File: config.mk
export PLATFORM = sky130hd
export DESIGN_NAME = mul_accumulator
export DESIGN_NICKNAME = d
export VERILOG_FILES = /design/src/rtl/mul_accumulator.sv
export SDC_FILE = /design/constraint.sdc
export NUM_CORES = 1
export LEC_CHECK = 0
export ABC_AREA = 1
export BUFFER_PORTS_ARGS = -buffer_cell sky130_fd_sc_hd__buf_2
export CAP_MARGIN = 20
export CORE_MARGIN = 4
export CORE_UTILIZATION = 46
export DETAILED_ROUTE_END_ITERATION = 10
export MAX_ROUTING_LAYER = met4
export PLACE_DENSITY = 0.67
export SYNTH_ARGS = -nofsm -noshare
export SYNTH_HDL_FRONTEND = slang
export SYNTH_SLANG_ARGS = --single-unit
File: constraint.sdc
create_clock -name clk -period 2.23 [get_ports clk]
set_input_delay 0.446 -clock clk [delete_from_list [all_inputs] [get_ports clk]]
set_output_delay 0.446 -clock clk [all_outputs]
set_load 0.005 [all_outputs]
File: src/rtl/mul_accumulator.sv
// ---------------------------------------------------------------------------
// mul_accumulator
// Sums a burst of signed 16-bit products into a signed ACC_W-bit accumulator
// and presents the result with a valid/ready handshake.
//
// Optional feature macro: MUL_ACCUMULATOR_SAT_EN
//   defined   -> an overflowing add clamps to the signed max/min of ACC_W
//   undefined -> an overflowing add wraps modulo 2^ACC_W
//   In both builds, ovf is set on overflow and stays set until the next
//   accepted start or reset.
//
// Ports
//   clk         in   1      clock; all state updates on the rising edge
//   rst         in   1      synchronous, active-high reset
//   start       in   1      begin a burst (honoured only in IDLE)
//   len         in   8      burst length, sampled with start; 0 means 256
//   prod        in   16     signed product from the multiplier
//   prod_valid  in   1      prod is valid this cycle
//   prod_ready  out  1      block accepts prod this cycle (ACC state)
//   acc         out  ACC_W  signed accumulated result
//   acc_valid   out  1      acc holds a completed burst sum (HOLD state)
//   acc_ready   in   1      consumer takes acc this cycle
//   busy        out  1      high in any state other than IDLE
//   ovf         out  1      sticky signed-overflow flag for the current burst
// ---------------------------------------------------------------------------
module mul_accumulator #(
  parameter int unsigned ACC_W = 24
) (
  input  logic                    clk,
  input  logic                    rst,
  input  logic                    start,
  input  logic [7:0]              len,
  input  logic [15:0]             prod,
  input  logic                    prod_valid,
  output logic                    prod_ready,
  output logic signed [ACC_W-1:0] acc,
  output logic                    acc_valid,
  input  logic                    acc_ready,
  output logic                    busy,
  output logic                    ovf
);

  localparam int unsigned CNT_W = 9;
  localparam logic signed [ACC_W-1:0] ACC_MAX = {1'b0, {(ACC_W-1){1'b1}}};
  localparam logic signed [ACC_W-1:0] ACC_MIN = {1'b1, {(ACC_W-1){1'b0}}};

  typedef enum logic [1:0] {
    S_IDLE = 2'd0,
    S_ACC  = 2'd1,
    S_HOLD = 2'd2
  } state_t;

  state_t                  r_state;
  logic signed [ACC_W-1:0] r_acc;
  logic [CNT_W-1:0]        r_rem;
  logic                    r_ovf;
  logic                    r_prod_ready;
  logic                    r_acc_valid;
  logic                    r_busy;

  logic signed [ACC_W-1:0] w_prod_ext;
  logic signed [ACC_W-1:0] w_sum;
  logic signed [ACC_W-1:0] w_acc_next;
  logic                    w_ovf_add;

  // Sign-extend the product and form the raw sum
  assign w_prod_ext = ACC_W'(signed'(prod));
  assign w_sum      = r_acc + w_prod_ext;

  // Overflow: operands share a sign and the result sign differs from it
  assign w_ovf_add  = (r_acc[ACC_W-1] == w_prod_ext[ACC_W-1]) &&
                      (w_sum[ACC_W-1] != r_acc[ACC_W-1]);

`ifdef MUL_ACCUMULATOR_SAT_EN
  // Clamp toward the common operand sign on overflow
  assign w_acc_next = w_ovf_add ? (r_acc[ACC_W-1] ? ACC_MIN : ACC_MAX) : w_sum;
`else
  // Wrap modulo 2^ACC_W; the unused clamp limits are tied off here
  logic w_unused_lim;
  assign w_unused_lim = ^{ACC_MAX, ACC_MIN};
  assign w_acc_next   = w_sum;
`endif

  // Burst FSM with registered handshake/status outputs
  always_ff @(posedge clk) begin
    if (rst) begin
      r_state      <= S_IDLE;
      r_acc        <= '0;
      r_rem        <= '0;
      r_ovf        <= 1'b0;
      r_prod_ready <= 1'b0;
      r_acc_valid  <= 1'b0;
      r_busy       <= 1'b0;
    end else begin
      case (r_state)
        S_IDLE: begin
          if (start) begin
            // len of 0 encodes a full 256-product burst
            r_rem        <= (len == 8'd0) ? CNT_W'(256) : CNT_W'(len);
            r_acc        <= '0;
            r_ovf        <= 1'b0;
            r_state      <= S_ACC;
            r_prod_ready <= 1'b1;
            r_busy       <= 1'b1;
          end
        end
        S_ACC: begin
          if (prod_valid) begin
            r_acc <= w_acc_next;
            r_rem <= r_rem - CNT_W'(1);
            if (w_ovf_add) begin
              r_ovf <= 1'b1;
            end
            if (r_rem == CNT_W'(1)) begin
              r_state      <= S_HOLD;
              r_prod_ready <= 1'b0;
              r_acc_valid  <= 1'b1;
            end
          end
        end
        S_HOLD: begin
          if (acc_ready) begin
            r_state     <= S_IDLE;
            r_acc_valid <= 1'b0;
            r_busy      <= 1'b0;
          end
        end
        default: begin
          r_state      <= S_IDLE;
          r_prod_ready <= 1'b0;
          r_acc_valid  <= 1'b0;
          r_busy       <= 1'b0;
        end
      endcase
    end
  end

  assign prod_ready = r_prod_ready;
  assign acc        = r_acc;
  assign acc_valid  = r_acc_valid;
  assign busy       = r_busy;
  assign ovf        = r_ovf;

endmodule

======== Yosys cells after proc, flatten, opt, wreduce, memory -nomap -nowiden ========
Index checks and enable logic that the tools add are counted.
word-level totals
  bits in registers ....................... 39
  bits of input ports ..................... 29
  output and inout bits ................... 28
  word-level logic and storage cells ...... 57
cells by class
  $add $sub $neg .......................... 2
  eq/ne operators ......................... 10
  muxes and demuxes ....................... 25
  bitwise logic cells ..................... 3
  reduce and logical (&&, ||, !) cells .... 10
operators by type and width
  cell                 count
  $mux 24              2
  $pmux 24 s2          1
  $mux 9               3
  $add 24x16->24       1
  $pmux 9 s2           1
  $reduce_and 4->1     4
  $ne 2x2->1 const B   5
  $eq 9x1->1 const B   1
  $mux 1               9
  $pmux 1 s3           3
  $sub 9x1->9 const B  1
  $logic_not 8->1      1
  $mux 2               4
  $pmux 2 s3           1
  $reduce_and 3->1     2
  $not 1->1            3
  $eq 2x1->1 const B   1
  $eq 2x2->1 const B   1
  $logic_not 2->1      1
  $pmux 1 s2           1
  $reduce_bool 2->1    1
  $eq 1x1->1           1
  $logic_and 1x1->1    1
  $ne 1x1->1           1

======== Depth between registers and ports, before layout ========
  depth in word-level cells ............... 6
  depth in mapped cells ................... 13
  depth with buffers taken out ............ 13

======== Least setup slack after synthesis ========
Ideal clock, no wire load.
  kind .................................... input to register
  from .................................... in prod[0]
  to ...................................... reg r_acc[8] (netlist: acc[8])
  setup time .............................. 0.132 ns
  arrival time ............................ 1.883 ns
  required time ........................... 2.098 ns
  path slack .............................. 0.215 ns
  stages .................................. 10
  path buffers ............................ 0
  path through ............................ ha_1 fa_1 nand2_1 nand3_1 and2_1 nand2_1 nand2_1 or2_2 nand3_1 a21oi_1
on the way
  longest elaborated chain between the ends .. 3
ends and longest elaborated chain
  what                  line  RTL
  start, declared       33    input logic [15:0] prod,
  $add 24x16->24        68    assign w_sum = r_acc + w_prod_ext;
  $mux 24               108   if (prod_valid) begin
  $pmux 24 s2           95    case (r_state)
  end signal, assigned  109   r_acc <= w_acc_next;
  end, declared         54    logic signed [ACC_W-1:0] r_acc;
Every way passes these cells. The select of a mux whose other input is x is not followed.
A chain may end at the register's enable or synchronous reset.

======== Worst setup path after layout ========
  from .................................... reg r_acc[0] (netlist: acc[0])
  to ...................................... reg r_acc[8] (netlist: acc[8])
on the way
  longest elaborated chain between the ends .. 3
ends and longest elaborated chain
  what            line
  $add 24x16->24  68
  $mux 24         108
  $pmux 24 s2     95
Every way passes these cells. The select of a mux whose other input is x is not followed.

==> results by group <==
Run status
  • Status: finished clean

Finish
  • Diode count: 0
  • # nets final: 710
  • Most common cell after layout, fill and taps aside: nand2_1
  • Fraction of layout cells with a size suffix above 1: 15.24%
  • Final core utilization: between 50% and 60%
  • Synthesis-to-finish area growth: 14.56%
  • Multi-input gate area: 0.002237 mm^2
  • Filler cell count: 821
  • Commonest non-fill, non-tap cells in the layout: 216 x nand2_1, 98 x inv_1, 56 x buf_2
  • Register area: 780.7 um^2

Placed design
  • I/O Buffers: 56
  • Routability congestion estimate from global placement: about 0.94
  • Hpwl dp: 7560 um

Timing
  • Ratio of final minimum period to clock period: 88.10%
  • Skew final: around 12 ps
  • Setup violators final: 0
  • Tmin final: 1965 ps
  • Hold Vio Cnt, Final: 0
  • Slew HR: 69.50%
  • Max Freq: roughly 500 MHz
  • Setup TNS: 0 ps
  • Fin. max-slew vios: 0
  • Actual slew at the worst max-slew pin: 457.4 ps
  • Unrepaired setup endpoints after global routing: false

Synthesis
  • Asr flop ratio synth: 0%
  • Flops & latches, synth: 39
  • Number of synthesized flops with an enable pin: 0
  • Synth top area cells: nand2_1 23%, dfxtp_1 23%, inv_1 11%
  • Post-synth top area share: 23.42%
  • Ys flop type: dfxtp_1
  • Area leader, netlist: nand2_1
  • Cells after synthesis: roughly 590
  • Mapped Nets: 649
  • Synth warn: 0
  • Netlist cell types: 38
  • Syn Area/Cell: 5.828 um^2
  • Fraction of the yosys area taken by sequential cells: a little under a quarter
  • Mapped Area: 0.003462 mm^2

Clock tree
  • Worst-Skew Late Latency: 310 ps
  • CTS hold repair buffers: 0
  • Post-CTS Setup Inserts: 0
  • Post-cts sizing count: 0
  • Clock root cell: clkbuf_8
  • Clock Sinks: 39
  • TritonCTS Buffers: 5
  • Clk slew on worst S/H paths: roughly 90 ps
  • Clk buf depth: 2
  • CTS tree: built
  • H-tree depth: 2

Route
  • Post-route ant nets: 0
  • First DRT Iteration DRCs: 230
  • Vias: 3744
  • Wire per inst: 12.50 um
  • Drt via density: 4.959
  • DRC: 0
  • DR pass1 iterations: 4
  • Routed wire length: 9434 um

GRT
  • GRT Total Usage: 22.62%
  • Global-route wire length before repair: 15880 um
  • Vias in the first global route: 3613
  • Grt total ovfl: 0
  • Pin count of the biggest net entering global routing: 22
  • Initial antenna violation count: 0

Floorplanning
  • Die ar.: 0.008979 mm^2
  • Area of the core: roughly 0.0073 mm^2
  • Initial Util: 47.48%
  • Row Count: 31
  • Io pins: 57
  • Die height: ~95 um
  • Chip Width: around 95 um

Setup path
  • Stages on worst setup path: 10
  • Worst endpoint required time: approximately 2400 ps
  • Top delay family on crit path: simple AND/OR/NAND/NOR gates
  • CP startpoint kind: flop
  • Slowest CP cell: fa_1
  • Crit path DAT: between 2000 and 2500 ps
  • Worst Path Max Fanout: 4
  • Critical Path Sink: acc[8]
  • Worst r2r src: acc[0]
  • Setup slack of the most critical reg-to-reg path: 270 ps
  • R2R Path End: acc[8]
  • Worst reg2reg path depth: 10
  • Worst Setup SP: acc[0]
  • CP cell instances: ha_1 > fa_1 > nand2_1 > nand3_1 > and2_1 > nand2_1 > nand2_1 > or2_2 > nand3_1 > a21oi_1
  • Critical path type: flop to flop
  • Crit-path max cell delay: about 390 ps
  • CP most frequent cell: nand2_1
  • Bufs and invs on worst path: 0
  • Worst setup EP type: flop

Power
  • Switching power: 0.9825 mW
  • Internal power: 1.340 mW
  • Pwr/cell area: 585.7 mW/mm^2
  • Flop pwr share: 35.9%
  • Leakage: 2.168 nW
  • Max VDD drop: 0.0003778 V
  • Comb pwr share: between 40% and 50%
  • Sw Ratio: 42.30%
  • Clock Power Share: between 20% and 30%

Job
  • Max Cap Violations: 0

Worst hold path
  • Min-Delay Path Class: input pin to flop
worst min path at each step:
stage	slack (ps)	startpoint	to	depth (start not counted)
after floorplan	440	ovf	ovf	2
after global placement	450	ovf	ovf	2
after detailed placement	440	ovf	ovf	2
after CTS	430	len[0]	r_rem[0]	3
after global routing	440	len[0]	r_rem[0]	3
final	420	len[0]	r_rem[0]	3
layout make-up:
cell class,count,share of cell area (%)
Clock buffer,5,1.735
Clock inverter,3,0.6309
Inverter,102,9.653
Tap cell,99,3.123
Sequential cell,39,19.68
Multi-Input combinational cell,442,56.40
Timing Repair Buffer,65,8.770
through the flow:
| stage | power, mW | hold WS (ps) | area (um^2) | instances | worst slack [ps] |
|---|---|---|---|---|---|
| finish | 2.323 | 422.3 | 3966 | 755 | 265.4 |
| global route | 2.515 | 439.3 | 3966 | 755 | 70.39 |
| CTS | 2.344 | 425.3 | 3966 | 755 | 255.9 |
| detailed placement | 1.807 | 443.9 | 3872 | 747 | 38.68 |
| global placement | 1.783 | 445.8 | 3872 | 747 | 50.02 |
| floorplan | 1.558 | 442.3 | 3462 | 594 | 215.2 |
cells by family (layout without fill, tap and decap cells):
logic type                 Yosys count  in the layout  synth area share, %
adders and majority gates           26             26                9.613
DFF                                 39             39                22.55
xor gates and xnor gates             2              2               0.5061
AOI/OAI and AO/OA                   83             83                13.16
and+or+nand+nor                    331            331                41.34
buffers and inverters              113            175                12.83
sequential cells by signal (all words and copies together) (netlist names):
name,flops
acc_valid,1
acc,24
r_state,2
r_rem,9
ovf,1
busy,1
prod_ready,1
worst reg2reg max path, stage by stage, from the launching register on:
cell and delay, ps:
dfxtp_1 340, ha_1 220, fa_1 390, nand2_1 90
nand3_1 90, and2_1 170, nand2_1 60, nand2_1 90
or2_2 280, nand3_1 70, a21oi_1 60
power by group through the flow:
stage	clock, mW	combinational [mW]	sequential (mW)
6_report	0.531	0.958	0.834
5_1_grt	0.571	1.10	0.846
4_1_cts	0.549	0.962	0.834
3_5_place_dp	0	0.958	0.849
3_3_place_gp	0	0.938	0.845
2_1_floorplan	0	0.716	0.842
Yosys cell counts, types with 2 or more instances:
cell type  instances
nand2_1          216
inv_1             98
a21oi_1           53
dfxtp_1           39
nand3_1           36
nor2_1            35
ha_1              25
o21ai_0           16
nand4_1           10
nand2_2            5
nor2_4             5
buf_2              4
clkbuf_1           4
or2_2              4
a31oi_1            3
and2_1             3
inv_2              3
nand3b_1           3
nor2_2             3
nor3_1             3
a211oi_1           2
a21oi_2            2
buf_6              2
nor4_1             2
o211ai_1           2
or2_1              2
or2_4              2
xor2_1             2
per-layer routing:
metal  up-vias  global-route usage, %  share of wire [%]
met1      1654                  26.22                 45
met2        81                  39.64                 48
met3        20                  3.347                4.4
met4         0                  7.933                2.4
li1       1989                      -                  -
met5         -                      -                  0
(Power assumes the default switching activity.)
